[src/rtl/axi_read_arbiter_if.sv]
// Read-channel handshake bundle between two AXI masters and three slave ports.
// The master modport is the arbiter's view; the slave modport is the surrounding fabric's view.
interface axi_read_arbiter_if #(
   parameter int ADDR_BITS = 32
);
   logic                 ARVALID_M0;
   logic                 ARVALID_M1;
   logic [ADDR_BITS-1:0] ARADDR_M0;
   logic [ADDR_BITS-1:0] ARADDR_M1;
   logic                 ARREADY_M0;
   logic                 ARREADY_M1;
   logic                 ARVALID_S0;
   logic                 ARVALID_S1;
   logic                 ARVALID_DEF;
   logic                 ARREADY_S0;
   logic                 ARREADY_S1;
   logic                 ARREADY_DEF;
   logic                 RVALID_S0;
   logic                 RVALID_S1;
   logic                 RVALID_DEF;
   logic                 RLAST_S0;
   logic                 RLAST_S1;
   logic                 RLAST_DEF;
   logic                 RREADY_S0;
   logic                 RREADY_S1;
   logic                 RREADY_DEF;
   logic                 RVALID_M0;
   logic                 RVALID_M1;
   logic                 RREADY_M0;
   logic                 RREADY_M1;

   modport master (
      input  ARVALID_M0, ARVALID_M1, ARADDR_M0, ARADDR_M1,
      output ARREADY_M0, ARREADY_M1,
      output ARVALID_S0, ARVALID_S1, ARVALID_DEF,
      input  ARREADY_S0, ARREADY_S1, ARREADY_DEF,
      input  RVALID_S0, RVALID_S1, RVALID_DEF,
      input  RLAST_S0, RLAST_S1, RLAST_DEF,
      output RREADY_S0, RREADY_S1, RREADY_DEF,
      output RVALID_M0, RVALID_M1,
      input  RREADY_M0, RREADY_M1
   );

   modport slave (
      output ARVALID_M0, ARVALID_M1, ARADDR_M0, ARADDR_M1,
      input  ARREADY_M0, ARREADY_M1,
      input  ARVALID_S0, ARVALID_S1, ARVALID_DEF,
      output ARREADY_S0, ARREADY_S1, ARREADY_DEF,
      output RVALID_S0, RVALID_S1, RVALID_DEF,
      output RLAST_S0, RLAST_S1, RLAST_DEF,
      input  RREADY_S0, RREADY_S1, RREADY_DEF,
      input  RVALID_M0, RVALID_M1,
      output RREADY_M0, RREADY_M1
   );
endinterface

[src/rtl/axi_read_arbiter.sv]
// AXI read-channel arbiter: round-robin grant between M0/M1, address decode to S0/S1/default,
// and AR/R handshake steering for the single outstanding transaction.
module axi_read_arbiter #(
   parameter int                   ADDR_BITS   = 32,
   parameter logic [ADDR_BITS-1:0] S0_BASE     = 32'h0000_0000,
   parameter logic [ADDR_BITS-1:0] S1_BASE     = 32'h0001_0000,
   parameter int                   REGION_BITS = 16
) (
   input  logic                      ACLK,
   input  logic                      ARESETn,
   axi_read_arbiter_if.master        bus,
   output logic                      mst_sel,
   output logic [1:0]                slv_sel,
   output logic                      busy
);

   typedef enum logic [1:0] {
      IDLE = 2'd0,
      ADDR = 2'd1,
      DATA = 2'd2
   } state_t;

   state_t     state_r;
   logic       prio_r;
   logic       mst_sel_r;
   logic [1:0] slv_sel_r;
   logic       busy_r;

   logic       any_req_s;
   logic       win_s;
   logic [1:0] win_slv_s;
   logic       sel_arvalid_m_s;
   logic       sel_rready_m_s;
   logic       sel_arready_s_s;
   logic       sel_rvalid_s_s;
   logic       sel_rlast_s_s;
   logic       ar_hs_s;
   logic       r_last_hs_s;
   logic [1:0] arready_m_s;
   logic [1:0] rvalid_m_s;
   logic [2:0] arvalid_s_s;
   logic [2:0] rready_s_s;

   // S0 wins when both regions overlap.
   function automatic logic [1:0] decode_region(input logic [ADDR_BITS-1:0] addr);
      logic [1:0] region;
      if (addr[ADDR_BITS-1:REGION_BITS] == S0_BASE[ADDR_BITS-1:REGION_BITS]) begin
         region = 2'd0;
      end else if (addr[ADDR_BITS-1:REGION_BITS] == S1_BASE[ADDR_BITS-1:REGION_BITS]) begin
         region = 2'd1;
      end else begin
         region = 2'd2;
      end
      return region;
   endfunction

   // Round-robin winner selection and decode of the winner's address.
   always_comb begin
      any_req_s = bus.ARVALID_M0 | bus.ARVALID_M1;
      if (bus.ARVALID_M0 && bus.ARVALID_M1) begin
         win_s = prio_r;
      end else if (bus.ARVALID_M1) begin
         win_s = 1'b1;
      end else begin
         win_s = 1'b0;
      end
      if (win_s) begin
         win_slv_s = decode_region(bus.ARADDR_M1);
      end else begin
         win_slv_s = decode_region(bus.ARADDR_M0);
      end
   end

   // Selected-path view of the inputs, driven by the registered selects.
   always_comb begin
      sel_arvalid_m_s = mst_sel_r ? bus.ARVALID_M1 : bus.ARVALID_M0;
      sel_rready_m_s  = mst_sel_r ? bus.RREADY_M1  : bus.RREADY_M0;
      case (slv_sel_r)
         2'd0: begin
            sel_arready_s_s = bus.ARREADY_S0;
            sel_rvalid_s_s  = bus.RVALID_S0;
            sel_rlast_s_s   = bus.RLAST_S0;
         end
         2'd1: begin
            sel_arready_s_s = bus.ARREADY_S1;
            sel_rvalid_s_s  = bus.RVALID_S1;
            sel_rlast_s_s   = bus.RLAST_S1;
         end
         2'd2: begin
            sel_arready_s_s = bus.ARREADY_DEF;
            sel_rvalid_s_s  = bus.RVALID_DEF;
            sel_rlast_s_s   = bus.RLAST_DEF;
         end
         default: begin
            sel_arready_s_s = 1'b0;
            sel_rvalid_s_s  = 1'b0;
            sel_rlast_s_s   = 1'b0;
         end
      endcase
      ar_hs_s     = sel_arvalid_m_s & sel_arready_s_s;
      r_last_hs_s = sel_rvalid_s_s & sel_rready_m_s & sel_rlast_s_s;
   end

   // Grant FSM with registered selects, priority pointer and busy flag.
   always_ff @(posedge ACLK or negedge ARESETn) begin
      if (!ARESETn) begin
         state_r   <= IDLE;
         prio_r    <= 1'b0;
         mst_sel_r <= 1'b0;
         slv_sel_r <= 2'd0;
         busy_r    <= 1'b0;
      end else begin
         case (state_r)
            IDLE: begin
               if (any_req_s) begin
                  mst_sel_r <= win_s;
                  slv_sel_r <= win_slv_s;
                  prio_r    <= ~win_s;
                  state_r   <= ADDR;
                  busy_r    <= 1'b1;
               end
            end
            ADDR: begin
               if (ar_hs_s) begin
                  state_r <= DATA;
               end
            end
            DATA: begin
               if (r_last_hs_s) begin
                  state_r <= IDLE;
                  busy_r  <= 1'b0;
               end
            end
            default: begin
               state_r <= IDLE;
               busy_r  <= 1'b0;
            end
         endcase
      end
   end

   // Handshake steering: only the granted master/slave pair sees any activity.
   always_comb begin
      arready_m_s = 2'b00;
      rvalid_m_s  = 2'b00;
      arvalid_s_s = 3'b000;
      rready_s_s  = 3'b000;
      if (state_r == ADDR) begin
         arready_m_s[mst_sel_r] = sel_arready_s_s;
         case (slv_sel_r)
            2'd0:    arvalid_s_s = {2'b00, sel_arvalid_m_s};
            2'd1:    arvalid_s_s = {1'b0, sel_arvalid_m_s, 1'b0};
            2'd2:    arvalid_s_s = {sel_arvalid_m_s, 2'b00};
            default: arvalid_s_s = 3'b000;
         endcase
      end else if (state_r == DATA) begin
         rvalid_m_s[mst_sel_r] = sel_rvalid_s_s;
         case (slv_sel_r)
            2'd0:    rready_s_s = {2'b00, sel_rready_m_s};
            2'd1:    rready_s_s = {1'b0, sel_rready_m_s, 1'b0};
            2'd2:    rready_s_s = {sel_rready_m_s, 2'b00};
            default: rready_s_s = 3'b000;
         endcase
      end else begin
         arready_m_s = 2'b00;
         rvalid_m_s  = 2'b00;
      end
   end

   assign bus.ARREADY_M0  = arready_m_s[0];
   assign bus.ARREADY_M1  = arready_m_s[1];
   assign bus.RVALID_M0   = rvalid_m_s[0];
   assign bus.RVALID_M1   = rvalid_m_s[1];
   assign bus.ARVALID_S0  = arvalid_s_s[0];
   assign bus.ARVALID_S1  = arvalid_s_s[1];
   assign bus.ARVALID_DEF = arvalid_s_s[2];
   assign bus.RREADY_S0   = rready_s_s[0];
   assign bus.RREADY_S1   = rready_s_s[1];
   assign bus.RREADY_DEF  = rready_s_s[2];

   assign mst_sel = mst_sel_r;
   assign slv_sel = slv_sel_r;
   assign busy    = busy_r;

endmodule
[src/flat_wrapper.sv]
// flat-port wrapper written by rule: the top's interface ports become plain ports
module axi_read_arbiter_flat 
#(
   parameter int                   ADDR_BITS   = 32,
   parameter logic [ADDR_BITS-1:0] S0_BASE     = 32'h0000_0000,
   parameter logic [ADDR_BITS-1:0] S1_BASE     = 32'h0001_0000,
   parameter int                   REGION_BITS = 16
)
  (ACLK, ARESETn, mst_sel, slv_sel, busy, bus_ARVALID_M0, bus_ARVALID_M1, bus_ARADDR_M0, bus_ARADDR_M1, bus_ARREADY_M0, bus_ARREADY_M1, bus_ARVALID_S0, bus_ARVALID_S1, bus_ARVALID_DEF, bus_ARREADY_S0, bus_ARREADY_S1, bus_ARREADY_DEF, bus_RVALID_S0, bus_RVALID_S1, bus_RVALID_DEF, bus_RLAST_S0, bus_RLAST_S1, bus_RLAST_DEF, bus_RREADY_S0, bus_RREADY_S1, bus_RREADY_DEF, bus_RVALID_M0, bus_RVALID_M1, bus_RREADY_M0, bus_RREADY_M1);
  axi_read_arbiter_if #(.ADDR_BITS(ADDR_BITS)) bus_i ();
  input  logic ACLK;
  input  logic ARESETn;
  output logic mst_sel;
  output logic [1:0] slv_sel;
  output logic busy;
  input wire logic [$bits(bus_i.ARVALID_M0)-1:0] bus_ARVALID_M0;
  input wire logic [$bits(bus_i.ARVALID_M1)-1:0] bus_ARVALID_M1;
  input wire logic [$bits(bus_i.ARADDR_M0)-1:0] bus_ARADDR_M0;
  input wire logic [$bits(bus_i.ARADDR_M1)-1:0] bus_ARADDR_M1;
  output wire logic [$bits(bus_i.ARREADY_M0)-1:0] bus_ARREADY_M0;
  output wire logic [$bits(bus_i.ARREADY_M1)-1:0] bus_ARREADY_M1;
  output wire logic [$bits(bus_i.ARVALID_S0)-1:0] bus_ARVALID_S0;
  output wire logic [$bits(bus_i.ARVALID_S1)-1:0] bus_ARVALID_S1;
  output wire logic [$bits(bus_i.ARVALID_DEF)-1:0] bus_ARVALID_DEF;
  input wire logic [$bits(bus_i.ARREADY_S0)-1:0] bus_ARREADY_S0;
  input wire logic [$bits(bus_i.ARREADY_S1)-1:0] bus_ARREADY_S1;
  input wire logic [$bits(bus_i.ARREADY_DEF)-1:0] bus_ARREADY_DEF;
  input wire logic [$bits(bus_i.RVALID_S0)-1:0] bus_RVALID_S0;
  input wire logic [$bits(bus_i.RVALID_S1)-1:0] bus_RVALID_S1;
  input wire logic [$bits(bus_i.RVALID_DEF)-1:0] bus_RVALID_DEF;
  input wire logic [$bits(bus_i.RLAST_S0)-1:0] bus_RLAST_S0;
  input wire logic [$bits(bus_i.RLAST_S1)-1:0] bus_RLAST_S1;
  input wire logic [$bits(bus_i.RLAST_DEF)-1:0] bus_RLAST_DEF;
  output wire logic [$bits(bus_i.RREADY_S0)-1:0] bus_RREADY_S0;
  output wire logic [$bits(bus_i.RREADY_S1)-1:0] bus_RREADY_S1;
  output wire logic [$bits(bus_i.RREADY_DEF)-1:0] bus_RREADY_DEF;
  output wire logic [$bits(bus_i.RVALID_M0)-1:0] bus_RVALID_M0;
  output wire logic [$bits(bus_i.RVALID_M1)-1:0] bus_RVALID_M1;
  input wire logic [$bits(bus_i.RREADY_M0)-1:0] bus_RREADY_M0;
  input wire logic [$bits(bus_i.RREADY_M1)-1:0] bus_RREADY_M1;
  assign bus_i.ARVALID_M0 = bus_ARVALID_M0;
  assign bus_i.ARVALID_M1 = bus_ARVALID_M1;
  assign bus_i.ARADDR_M0 = bus_ARADDR_M0;
  assign bus_i.ARADDR_M1 = bus_ARADDR_M1;
  assign bus_ARREADY_M0 = bus_i.ARREADY_M0;
  assign bus_ARREADY_M1 = bus_i.ARREADY_M1;
  assign bus_ARVALID_S0 = bus_i.ARVALID_S0;
  assign bus_ARVALID_S1 = bus_i.ARVALID_S1;
  assign bus_ARVALID_DEF = bus_i.ARVALID_DEF;
  assign bus_i.ARREADY_S0 = bus_ARREADY_S0;
  assign bus_i.ARREADY_S1 = bus_ARREADY_S1;
  assign bus_i.ARREADY_DEF = bus_ARREADY_DEF;
  assign bus_i.RVALID_S0 = bus_RVALID_S0;
  assign bus_i.RVALID_S1 = bus_RVALID_S1;
  assign bus_i.RVALID_DEF = bus_RVALID_DEF;
  assign bus_i.RLAST_S0 = bus_RLAST_S0;
  assign bus_i.RLAST_S1 = bus_RLAST_S1;
  assign bus_i.RLAST_DEF = bus_RLAST_DEF;
  assign bus_RREADY_S0 = bus_i.RREADY_S0;
  assign bus_RREADY_S1 = bus_i.RREADY_S1;
  assign bus_RREADY_DEF = bus_i.RREADY_DEF;
  assign bus_RVALID_M0 = bus_i.RVALID_M0;
  assign bus_RVALID_M1 = bus_i.RVALID_M1;
  assign bus_i.RREADY_M0 = bus_RREADY_M0;
  assign bus_i.RREADY_M1 = bus_RREADY_M1;
  axi_read_arbiter #(.ADDR_BITS(ADDR_BITS), .S0_BASE(S0_BASE), .S1_BASE(S1_BASE), .REGION_BITS(REGION_BITS)) u_core (.ACLK(ACLK), .ARESETn(ARESETn), .bus(bus_i), .mst_sel(mst_sel), .slv_sel(slv_sel), .busy(busy));
endmodule
[config.mk]
export PLATFORM = sky130hd
export DESIGN_NAME = axi_read_arbiter_flat
export DESIGN_NICKNAME = d
export VERILOG_FILES = /design/src/rtl/axi_read_arbiter_if.sv /design/src/rtl/axi_read_arbiter.sv /design/src/flat_wrapper.sv
export SDC_FILE = /design/constraint.sdc
export NUM_CORES = 1
export LEC_CHECK = 0
export ABC_AREA = 1
export CORE_MARGIN = 5
export CORE_UTILIZATION = 24
export DETAILED_ROUTE_END_ITERATION = 8
export GPL_TIMING_DRIVEN = 0
export PLACE_DENSITY = 0.81
export RECOVER_POWER = 100
export SYNTH_ARGS = -nofsm -noshare
export SYNTH_HDL_FRONTEND = slang
export SYNTH_SLANG_ARGS = --single-unit
[constraint.sdc]
create_clock -name ACLK -period 1.63 [get_ports ACLK]
set_clock_uncertainty 0.15 [all_clocks]
set_input_delay 0.163 -clock ACLK [delete_from_list [all_inputs] [get_ports ACLK]]
set_output_delay 0.163 -clock ACLK [all_outputs]
set_load 0.02 [all_outputs]
==> flow_metrics.env, run 1 <==
export IMPL_cts_buffer_depth=2
export IMPL_synth_common_cells="33 x nor2_1, 28 x nand2_1, 13 x nand3_1"
export IMPL_rows=19
export IMPL_violations="negative setup slack"
export IMPL_syn_area_per_cell_um2=5.92
export IMPL_cts_buffers=3
export IMPL_cts_tree="yes"
export IMPL_min_path_type="input pin to async pin"
export IMPL_yosysWarnings=0
export IMPL_vias_per_cell=4.46
export IMPL_num_antenna_cells=0
export IMPL_vias=982
export IMPL_core_mm2=0.00276
export IMPL_wl_per_cell_um=10.1
export IMPL_p_per_area_mw_per_mm2=1070
export IMPL_start_kind="flip-flop"
export IMPL_syn_nets=195
export IMPL_rrSetupSlack_ns=0.18
export IMPL_ys_seq_elements=7
export IMPL_drc=0
export IMPL_firstDrtPassIters=4
export IMPL_r2r_end="u_core.busy"
export IMPL_areaGrowthSynthToFinish_pct=107
export IMPL_timing_rr_start="u_core.slv_sel[0]"
export IMPL_die_x_um=63.5
export IMPL_drive_gt1_share_pct=24.3
export IMPL_setup_slack_ns=-0.0179
export IMPL_fin_area_mm2=0.00142
export IMPL_clk_insertion_delay_late_ns=0.25
export IMPL_yosys_area_top_type_share_pct=25.5
export IMPL_place_hpwl_mm=1.85
export IMPL_die_area_mm2=0.00403
export IMPL_cts_sinks=7
export IMPL_groute_usage_overall_pct=9.87
export IMPL_cts_htree_levels=1
export IMPL_antenna_found_initial=0
export IMPL_place_congestion=0.789
export IMPL_grt_pass1_wl_mm=3.34
export IMPL_async_flop_share_pct=100
export IMPL_synth_ff_type="dfrtp_1"
export IMPL_reg2regPathDepth=9
export IMPL_fmax_mhz=607
export IMPL_cts_root_buffer="clkbuf_4"
export IMPL_grt_max_degree=8
export IMPL_ant_nets=0
export IMPL_ios=93
export IMPL_place_area_mm2=0.00133
export IMPL_end_kind="output pin"
export IMPL_leakagePower_nw=0.674
export IMPL_relSlewSlack_pct=71.2
export IMPL_synth_top_area_cell="dfrtp_1"
export IMPL_crit_fanout=5
export IMPL_num_fill_cells=274
export IMPL_status="finished with violations"
export IMPL_critPathKind="flip-flop to output pin"
export IMPL_route_final_wire_length_mm=2.22
export IMPL_yosysMostFrequentCell="nor2_1"
export IMPL_setup_violations=4
export IMPL_syn_area_um2=687
export IMPL_clk_pin_slew_ns=0.05
export IMPL_final_nets=269
export IMPL_max_cap_violations=0
export IMPL_portBuffers=60
export IMPL_required_ns=1.32
export IMPL_cp_data_arrival_time_ns=1.33
export IMPL_hold_violations=0
export IMPL_ctsHoldBuffers=0
export IMPL_rsz0062_at_grt="yes"
export IMPL_drt_iter0_markers=36
export IMPL_yosys_top_cells_area="dfrtp_1 26%, nor2_1 18%, nand2_1 15%"
export IMPL_finalMaxSlewViolations=0
export IMPL_peakVddDrop_mv=0.788
export IMPL_period_needed_ns=1.65
export IMPL_tightest_slew_ns=0.430
export IMPL_netlist_instances=116
export IMPL_dieHeight_um=63.5
export IMPL_start_util_pct=24.9
export IMPL_synth_edf_count=0
export IMPL_hold_ws_ns=0.0932
export IMPL_grt_overflow_total=0
export IMPL_power_mw=1.52
export IMPL_ys_seq_area_share_pct=25.5
export IMPL_finalCritPeriodShare_pct=101
export IMPL_ys_types=20
export IMPL_grt_pass1_vias=865
export IMPL_dp_cells=207
export IMPL_final_cells=220
## critical path, cell delays in order (launching register included)
cell and delay [ns]:
dfrtp_2 0.46, nor2_4 0.17, nand2_2 0.06, nand3_2 0.08, nand2_2 0.07, nor2_2 0.12, buf_6 0.12
## layout make-up
class | instances | area [µm²] | area share, %
Timing Repair Buffer | 69 | 641 | 45.1
Tap cell | 31 | 38.8 | 2.73
Clock buffer | 4 | 26.3 | 1.85
Inverter | 14 | 55.1 | 3.88
Multi-Input combinational cell | 95 | 480 | 33.8
Sequential cell | 7 | 179 | 12.6
## timing repair
item / in CTS / in global routing
buffers inserted: 3 / 6
gates cloned: 0 / 0
pin swaps: 0 / 2
resized for setup: 54 / 11
setup endpoints to repair: 13 / 11
## state kept, by name (all words and copies together), names as in the netlist
| register | flops |
|---|---|
| u_core.mst_sel | 1 |
| u_core.prio_r | 1 |
| u_core.slv_sel | 2 |
| u_core.state_r | 2 |
| u_core.busy | 1 |
## cells by family (layout without fill, tap and decap cells)
kind of cell | after synthesis | after routing | synth area share (%)
buf+inv | 14 | 87 | 7.65
flops | 7 | 7 | 25.5
compound gates | 8 | 8 | 8.02
simple gates | 87 | 87 | 58.8
## how the worst max path moves through the flow
stage / startpoint / endpoint / cells after the start
3_5_place_dp: bus_ARVALID_M0 / bus_ARVALID_DEF / 6
5_1_grt: u_core.slv_sel[0] / bus_RVALID_M0 / 6
4_1_cts: u_core.slv_sel[1] / bus_RVALID_M0 / 6
2_1_floorplan: u_core.slv_sel[1] / bus_RVALID_M0 / 5
3_3_place_gp: bus_ARVALID_M0 / bus_ARVALID_DEF / 6
6_report: u_core.slv_sel[0] / bus_RVALID_M0 / 6
## layer usage
layer | share of wire, % | wire [µm] | track usage (%)
met1 | 40 | 887 | 10.4
met2 | 49 | 1080 | 18.0
met3 | 11 | 237 | 3.55
met4 | 0.50 | 11 | 3.12
met5 | 0 | 0 | 0
## where the power goes
group	switching, mW	leakage (nW)	total, mW	internal (mW)
Clock	0.0656	0.0150	0.159	0.0935
Combinational	0.519	0.576	1.02	0.496
Sequential	0.0938	0.0826	0.349	0.255
Total	0.679	0.674	1.52	0.845
## per-stage QoR
| step | worst slack [ns] | util (%) | TNS, ns |
|---|---|---|---|
| 2_1_floorplan | 0.122 | - | 0 |
| 3_3_place_gp | -0.478 | 48.1 | -3.49 |
| 3_5_place_dp | -0.479 | 48.1 | -3.61 |
| 4_1_cts | -0.00592 | 48.9 | -0.00825 |
| 5_1_grt | -0.0948 | 51.5 | -0.612 |
| 6_report | -0.0179 | 51.5 | -0.0423 |
## cell usage in the layout, fill, tap and decap left out, types with 2 or more instances in the layout
cell,Yosys,layout
dfrtp_2,0,3
o21ai_1,1,3
clkbuf_4,0,3
inv_1,10,10
nor2_2,2,4
nand2_1,28,23
dlygate4sd2_1,0,2
buf_6,0,2
nand3_2,4,4
nand2_2,1,6
dfrtp_1,7,4
nand4_1,2,2
nand3_1,13,13
nor2_1,33,30
inv_2,4,3
buf_4,0,13
clkdlybuf4s50_1,0,46
buf_2,0,4
Note: power is estimated with default switching activity, not from simulation.
==> run 2, diff against run 1 <==
Settings changed: GPL_ROUTABILITY_DRIVEN set to 0.
==> results of run 2 <==
No change in the layout: final DEF, timing and power equal those of run 1.
==> run 3, diff against run 2 <==
Settings changed: GPL_TIMING_DRIVEN 0 to not set, PLACE_DENSITY 0.81 to 0.79.
==> run 3 against run 2 <==
Effect of this change: the run now ends clean; core utilization rose by 3.8 points; worst hold slack got worse by 0.0066 ns; clock power barely moved; power rose by 7.7%; global-route usage rose by 2.1 points; count of clock-buffer cells in the layout did not move; via count rose by 4.6%; critical endpoint is now bus_RVALID_M1.
==> flow_metrics.env, run 3 (synthesized netlist as in run 1, its figures left out) <==
export IMPL_status="complete, no violations"
export IMPL_min_path_type="input pin to async pin"
export IMPL_route_final_wire_length_mm=2.45
export IMPL_dp_cells=225
export IMPL_clk_insertion_delay_late_ns=0.25
export IMPL_final_common_cell="clkdlybuf4s50_1"
export IMPL_power_mw=1.64
export IMPL_num_fill_cells=269
export IMPL_hold_ws_ns=0.0866
export IMPL_relSlewSlack_pct=78.7
export IMPL_cts_root_buffer="clkbuf_4"
export IMPL_num_antenna_cells=0
export IMPL_start_util_pct=24.9
export IMPL_grt_overflow_total=0
export IMPL_rows=19
export IMPL_die_area_mm2=0.00403
export IMPL_finalMaxSlewViolations=0
export IMPL_final_cells=232
export IMPL_hold_violations=0
export IMPL_areaGrowthSynthToFinish_pct=122
export IMPL_ctsHoldBuffers=0
export IMPL_peakVddDrop_mv=0.830
export IMPL_grt_pass1_wl_mm=3.95
export IMPL_grt_pass1_vias=973
export IMPL_start_kind="flip-flop"
export IMPL_cts_htree_levels=1
export IMPL_end_kind="output pin"
export IMPL_crit_fanout=6
export IMPL_setup_violations=0
export IMPL_vias_per_cell=4.43
export IMPL_max_cap_violations=0
export IMPL_period_needed_ns=1.63
export IMPL_critPathKind="flip-flop to output pin"
export IMPL_clk_pin_slew_ns=0.05
export IMPL_final_cell_mix="46 x clkdlybuf4s50_1, 30 x nor2_1, 29 x buf_4"
export IMPL_drt_iter0_markers=16
export IMPL_die_x_um=63.5
export IMPL_groute_usage_overall_pct=12.0
export IMPL_ios=93
export IMPL_dieHeight_um=63.5
export IMPL_portBuffers=60
export IMPL_place_hpwl_mm=2.15
export IMPL_tightest_slew_ns=0.319
export IMPL_core_mm2=0.00276
export IMPL_cp_data_arrival_time_ns=1.32
export IMPL_vias=1027
export IMPL_rsz0062_at_grt="yes"
export IMPL_leakagePower_nw=0.721
export IMPL_finalCritPeriodShare_pct=99.9
export IMPL_wl_per_cell_um=10.6
export IMPL_drc=0
export IMPL_ant_nets=0
export IMPL_required_ns=1.32
export IMPL_cts_buffers=3
export IMPL_antenna_found_initial=0
export IMPL_drive_gt1_share_pct=29.9
export IMPL_p_per_area_mw_per_mm2=1080
export IMPL_fmax_mhz=614
export IMPL_cts_sinks=7
export IMPL_grt_max_degree=8
export IMPL_final_nets=281
export IMPL_cts_buffer_depth=2
export IMPL_firstDrtPassIters=4
export IMPL_cts_tree="yes"
==> run 3: changes by cell type in the layout (fill, tap and decap cells not counted) <==
cell,before,now
inv_2,3,4
buf_2,4,1
inv_4,1,0
dlymetal6s2s_1,1,0
buf_6,2,1
nor2_4,1,3
dlygate4sd2_1,2,3
o21ai_1,3,1
buf_4,13,29
nor2_2,4,2
o21ai_2,1,3
==> run 3: area by class of cell <==
class                      count  area, µm²  share of cell area [%]
sequential                     7        179                    11.7
tap                           31       38.8                    2.54
clock buffer                   4       26.3                    1.72
multi-input combinational     95        498                    32.6
timing repair buffer          81        731                    47.9
inverter                      14       52.6                    3.45
==> run 3: path summary, 6_finish.rpt <==
kind                                    from           endpoint  slack (ns)  cells past startpoint
max                        u_core.slv_sel[1]      bus_RVALID_M1      0.0009                      6
min                                  ARESETn        u_core.busy        0.09                      1
max reg2reg                u_core.state_r[0]  u_core.slv_sel[0]        0.17                      7
min reg2reg                    u_core.prio_r      u_core.prio_r        0.33                      1
max in group asynchronous            ARESETn  u_core.slv_sel[0]        0.98                      1
min in group ACLK              u_core.prio_r      u_core.prio_r        0.33                      1
==> run 3: worst max-delay path, cell delays in order (launching register included) <==
cell,delay [ns]
dfrtp_2,0.46
nor2_4,0.15
nand2_2,0.06
nand3_2,0.08
nand2_2,0.07
nor2_1,0.10
buf_4,0.15
==> run 3: where the power goes <==
part	total (mW)	switching, mW	internal [mW]
Clock	0.159	0.0658	0.0935
Combinational	1.13	0.560	0.573
Sequential	0.349	0.0940	0.255
Total	1.64	0.719	0.922
==> run 3: stage by stage <==
| stage | setup TNS, ns | cell area [µm²] | utilization [%] | setup slack, ns |
|---|---|---|---|---|
| finish | 0 | 1530 | 55.3 | 0.000938 |
| global route | -0.302 | 1530 | 55.3 | -0.0701 |
| CTS | 0 | 1460 | 52.9 | 0.000373 |
| detailed placement | -3.48 | 1460 | 53.0 | -0.490 |
| global placement | -3.34 | 1460 | 53.0 | -0.476 |
| floorplan | 0 | 687 | - | 0.122 |
==> run 3: layer usage <==
layer,track usage [%],vias to the layer above,share of wire [%]
met3,4.44,7,9.8
met1,11.8,435,34
met2,22.2,46,54
met5,0,-,0
met4,4.68,0,2.1
li1,-,539,-
==> run 3: what timing repair did <==
action | in CTS | in global routing
resized for setup | 51 | 18
setup buffers | 1 | 2
endpoints found under the setup margin | 13 | 10
pin swaps | 1 | 3
